## src/rtl/dmem_arbiter.sv

```systemverilog
// Two-requester round-robin arbiter in front of a single-port data memory.
// One transaction at a time: IDLE (grant) -> ISSUE (memory strobe) -> RESP (ack).
module dmem_arbiter #(
    parameter int unsigned ADDRSIZE = 5,
    parameter int unsigned WORDSIZE = 32
) (
    input  logic                clk,
    input  logic                reset_n,
    input  logic                req0,
    input  logic                req1,
    input  logic                we0,
    input  logic                we1,
    input  logic [ADDRSIZE-1:0] addr0,
    input  logic [ADDRSIZE-1:0] addr1,
    input  logic [WORDSIZE-1:0] wdata0,
    input  logic [WORDSIZE-1:0] wdata1,
    input  logic [WORDSIZE-1:0] mem_rdata,
    output logic                ack0,
    output logic                ack1,
    output logic [WORDSIZE-1:0] rdata,
    output logic                busy,
    output logic                mem_read,
    output logic                mem_write,
    output logic [ADDRSIZE-1:0] mem_addr,
    output logic [WORDSIZE-1:0] mem_wdata
);

    typedef enum logic [1:0] {
        IDLE  = 2'd0,
        ISSUE = 2'd1,
        RESP  = 2'd2
    } state_e;

    state_e              state_q, state_d;
    logic                ptr_q, ptr_d;
    logic                owner_q, owner_d;
    logic                we_q, we_d;
    logic                ack0_q, ack0_d;
    logic                ack1_q, ack1_d;
    logic                busy_q, busy_d;
    logic                mem_read_q, mem_read_d;
    logic                mem_write_q, mem_write_d;
    logic [ADDRSIZE-1:0] mem_addr_q, mem_addr_d;
    logic [WORDSIZE-1:0] mem_wdata_q, mem_wdata_d;
    logic [WORDSIZE-1:0] rdata_q, rdata_d;
    logic                grant1;
    logic                we_sel;

    // State and registered outputs; reset aborts any transaction in flight.
    always_ff @(posedge clk or negedge reset_n) begin
        if (!reset_n) begin
            state_q     <= IDLE;
            ptr_q       <= 1'b0;
            owner_q     <= 1'b0;
            we_q        <= 1'b0;
            ack0_q      <= 1'b0;
            ack1_q      <= 1'b0;
            busy_q      <= 1'b0;
            mem_read_q  <= 1'b0;
            mem_write_q <= 1'b0;
            mem_addr_q  <= '0;
            mem_wdata_q <= '0;
            rdata_q     <= '0;
        end else begin
            state_q     <= state_d;
            ptr_q       <= ptr_d;
            owner_q     <= owner_d;
            we_q        <= we_d;
            ack0_q      <= ack0_d;
            ack1_q      <= ack1_d;
            busy_q      <= busy_d;
            mem_read_q  <= mem_read_d;
            mem_write_q <= mem_write_d;
            mem_addr_q  <= mem_addr_d;
            mem_wdata_q <= mem_wdata_d;
            rdata_q     <= rdata_d;
        end
    end

    // Next-state and next-output logic; strobes and acks are computed one
    // state ahead so they appear registered in the state they belong to.
    always_comb begin
        state_d     = state_q;
        ptr_d       = ptr_q;
        owner_d     = owner_q;
        we_d        = we_q;
        ack0_d      = 1'b0;
        ack1_d      = 1'b0;
        busy_d      = 1'b0;
        mem_read_d  = 1'b0;
        mem_write_d = 1'b0;
        mem_addr_d  = mem_addr_q;
        mem_wdata_d = mem_wdata_q;
        rdata_d     = rdata_q;
        grant1      = 1'b0;
        we_sel      = 1'b0;

        case (state_q)
            IDLE: begin
                if (req0 || req1) begin
                    // Requester 1 wins when alone, or when contended and preferred.
                    grant1      = req1 && (!req0 || ptr_q);
                    we_sel      = grant1 ? we1 : we0;
                    owner_d     = grant1;
                    ptr_d       = !grant1;
                    we_d        = we_sel;
                    mem_addr_d  = grant1 ? addr1 : addr0;
                    mem_wdata_d = grant1 ? wdata1 : wdata0;
                    mem_read_d  = !we_sel;
                    mem_write_d = we_sel;
                    busy_d      = 1'b1;
                    state_d     = ISSUE;
                end
            end
            ISSUE: begin
                ack0_d  = !owner_q;
                ack1_d  = owner_q;
                busy_d  = 1'b1;
                state_d = RESP;
            end
            RESP: begin
                if (!we_q) begin
                    rdata_d = mem_rdata;
                end
                state_d = IDLE;
            end
            default: begin
                state_d = IDLE;
            end
        endcase
    end

    // Memory data arrives during RESP, so a read result bypasses the holding register.
    assign rdata     = (state_q == RESP && !we_q) ? mem_rdata : rdata_q;
    assign ack0      = ack0_q;
    assign ack1      = ack1_q;
    assign busy      = busy_q;
    assign mem_read  = mem_read_q;
    assign mem_write = mem_write_q;
    assign mem_addr  = mem_addr_q;
    assign mem_wdata = mem_wdata_q;

    a_strobe_excl: assert property (@(posedge clk) disable iff (!reset_n)
        !(mem_read_q && mem_write_q));
    a_ack_excl: assert property (@(posedge clk) disable iff (!reset_n)
        !(ack0_q && ack1_q));

endmodule

```

## config.mk

```make
export PLATFORM = sky130hd
export DESIGN_NAME = dmem_arbiter
export DESIGN_NICKNAME = d
export VERILOG_FILES = /design/src/rtl/dmem_arbiter.sv
export SDC_FILE = /design/constraint.sdc
export NUM_CORES = 1
export LEC_CHECK = 0
export BUFFER_PORTS_ARGS = -buffer_cell sky130_fd_sc_hd__buf_2
export CAP_MARGIN = 10
export CORE_UTILIZATION = 35
export CTS_CLUSTER_SIZE = 24
export DETAILED_ROUTE_END_ITERATION = 10
export HOLD_SLACK_MARGIN = 0.02
export PLACE_DENSITY = 0.81
export SLEW_MARGIN = 5
export SYNTH_ARGS = -nofsm -noshare
export SYNTH_HDL_FRONTEND = slang
export SYNTH_SLANG_ARGS = --single-unit
export TNS_END_PERCENT = 100
```

## constraint.sdc

```tcl
create_clock -name clk -period 1.7 [get_ports clk]
set_clock_uncertainty 0.1 [all_clocks]
set_input_delay 0.425 -clock clk [delete_from_list [all_inputs] [get_ports clk]]
set_output_delay 0.425 -clock clk [all_outputs]
set_load 0.005 [all_outputs]
```

==> out/metrics.cfg <==
[min_path]
hold_path.class=primary input to flip-flop
whs_path_depth=2
hold_path_end=mem_wdata[23]
worstHoldStart=wdata1[23]

[timing]
slew_violations=0
setup_slack_ns=-0.571
finalHoldViolations=0
relSlewSlack_pct=72.1
worst_slew_pin_slew_ns=0.418
rsz0062_at_grt=true
min_period_ns=2.27
setup_viol=32
fmax_ghz=0.440
finalCritPeriodShare_pct=134

[floorplanning]
rows=34
die_x_um=98.6
core-area_um2=8890
start_util_pct=36.8
num_io_pins=186
die-area_um2=9730
die_y_um=98.6

[route]
vias=2819
ant_nets=0
totalWireLength_mm=9.27
viasPerCell=5.13
drc=0
drtIter0Drc=81
wl_per_cell_um=16.9
dr.pass1.iters=4

[cells_and_area]
nets=549
multi_input_comb_area_um2=1290
final_area_um2=5150
fill_cells=712
post-route-util_pct=57.9
drive_gt1_share_pct=60.3
antennaDiodeCount=0
seqCellArea_um2=1980
syn2layout_area_growth_pct=57.6

[clocking]
htree_levels=3
cts_root_buf=clkbuf_8
clk_pin_slew_ns=0.08
clk_latency_ns=0.33
clock_path_buffers=2
tritoncts=built
clock-sinks=79
cts_buffers=9

[setup_path]
slowest_delay_ns=0.41
cpMaxStageDelayCell=dfrtp_1
path_buf_inv=3
cp-startpoint=we_q
cp.arrival_ns=1.75
path_cells=nor3b_4 -> buf_6 -> clkbuf_16 -> mux2_4 -> buf_6
timing.rr.end=rdata_q[13]
cp_common_cell=buf_6
worstSetupStartpointType=flip-flop
endpoint_kind=output pin
critPathKind=flip-flop to output pin
critPathTopFamily=buffers and inverters
critPathRequiredTime_ns=1.17
reg2regPathDepth=6
crit_fanout=8
r2r_setup_slack_ns=0
r2r_start=we_q

[global_route]
met2_usage_pct=32.0
met1_usage_pct=22.5
grt_usage_pct=18.5
grt-busiest-layer=met2
use_met3_pct=4.89
grt_pass1_vias=2821
grt_pass1_wl_mm=13.9
antenna_found_initial=0
grt_overflow=0
grt_max_degree=80

[synthesis]
syn-cell-area_um2=3270
yosysMostFrequentCell=dfrtp_1
ys_types=23
ys_seq_elements=79
synth-edff-count=0
synthAdderAreaFrac_pct=0
synth_top_family_by_area=compound AO/OA/AOI/OAI gates
synth_top_area_share_pct=60.5
synth-simple-area-share_pct=3.41
synthArstFlopShare_pct=100
netlist_instances=228
yosys-top-cells-area=dfrtp_1 60%, a221o_1 11%, mux2_2 11%
yosys.area_share.xor_xnor_pct=0
netlist_top_cells_count=79 x dfrtp_1, 37 x a221o_1, 32 x mux2_2, 28 x a21boi_0, 10 x a21boi_1
syn-num-nets=340
ys.flop_type=dfrtp_1
seq_area_frac_synth_pct=60.5
ys_warn_count=0
synth_compound_area_share_pct=21.0
syn_area_per_cell_um2=14.3
synthMuxAreaShare_pct=11.0
synth_area_leader_cell=dfrtp_1

[run]
cap_violations=0

[pwr]
p_leak_nw=2.59
p_total_mw=9.90
powerDensity_nw_per_um2=1920
irDropWorstVdd_v=0.000687

[run_status]
failed_checks=setup timing
status=finished, violations left

[place]
gp_congestion=0.748
placedInstanceArea_um2=4500
io_buffer_count=185
dp_hpwl_mm=5.84

[flip-flops by register name, summed over array words and instances, names as in the netlist, 2 cells and up]
| signal | cells |
|---|---|
| rdata_q | 32 |
| mem_addr | 5 |
| state_q | 2 |
| mem_wdata | 32 |
[report_power, final]
part	switching, mW	internal (mW)	leakage (nW)
registers	0.405	2.80	0.961
logic	1.97	3.26	1.53
clock network	0.636	0.825	0.101
total	3.01	6.89	2.59
[cells in the final DEF (no fill, tap or decap), drive strengths merged, types with 3 or more instances in the layout]
cell type | netlist | layout
a21boi | 38 | 38
a21oi | 3 | 3
a221o | 37 | 37
and3 | 3 | 3
buf | 16 | 216
clkbuf | 4 | 13
dfrtp | 79 | 79
mux2 | 32 | 32
nor2 | 5 | 5
[area by class of cell]
cell class	instances	share of cell area, %
Timing Repair Buffer	218	30.0
Multi-Input combinational cell	129	25.0
Tap cell	108	2.62
Clock buffer	12	2.62
Clock inverter	3	1.34
Sequential cell	79	38.4
[cells by family (layout without fill, tap and decap cells)]
logic type	Yosys count	after routing
buffers and inverters	20	233
muxes	32	32
DFF	79	79
AOI/OAI and AO/OA	80	80
and+or+nand+nor	17	17
[per-layer routing]
metal	vias to the layer above	share of wire (%)
li1	1285	-
met1	1386	41
met2	129	51
met3	19	6.2
met4	0	1.7
met5	-	0
[worst max path at each step]
| stage | to | cells after the start | slack (ns) |
|---|---|---|---|
| floorplan | rdata[10] | 3 | -0.06 |
| CTS | rdata[25] | 5 | -0.59 |
| detailed placement | rdata[0] | 4 | -0.27 |
| finish | rdata[12] | 5 | -0.57 |
| global placement | rdata[0] | 4 | -0.21 |
| global route | rdata[12] | 5 | -0.64 |
[what timing repair did]
item / in CTS / in global routing
setup buffers: 9 / 7
hold buffers: 1 / 0
setup endpoints to repair: 32 / 59
resized for setup: 22 / 24
hold endpoints to repair: 35 / 0
pin swaps: 1 / 1
cloned: 2 / 1
[metrics by stage]
step / setup WS (ns) / cells / hold WS (ns) / setup TNS (ns)
6_report: -0.571 / 549 / 0.213 / -17.63
5_1_grt: -0.636 / 549 / 0.187 / -19.78
4_1_cts: -0.595 / 542 / 0.191 / -18.17
3_5_place_dp: -0.270 / 515 / 0.360 / -7.07
3_3_place_gp: -0.213 / 515 / 0.332 / -5.54
2_1_floorplan: -0.0576 / 228 / 0.0294 / -1.73
Power figures use the tool's default switching activity.
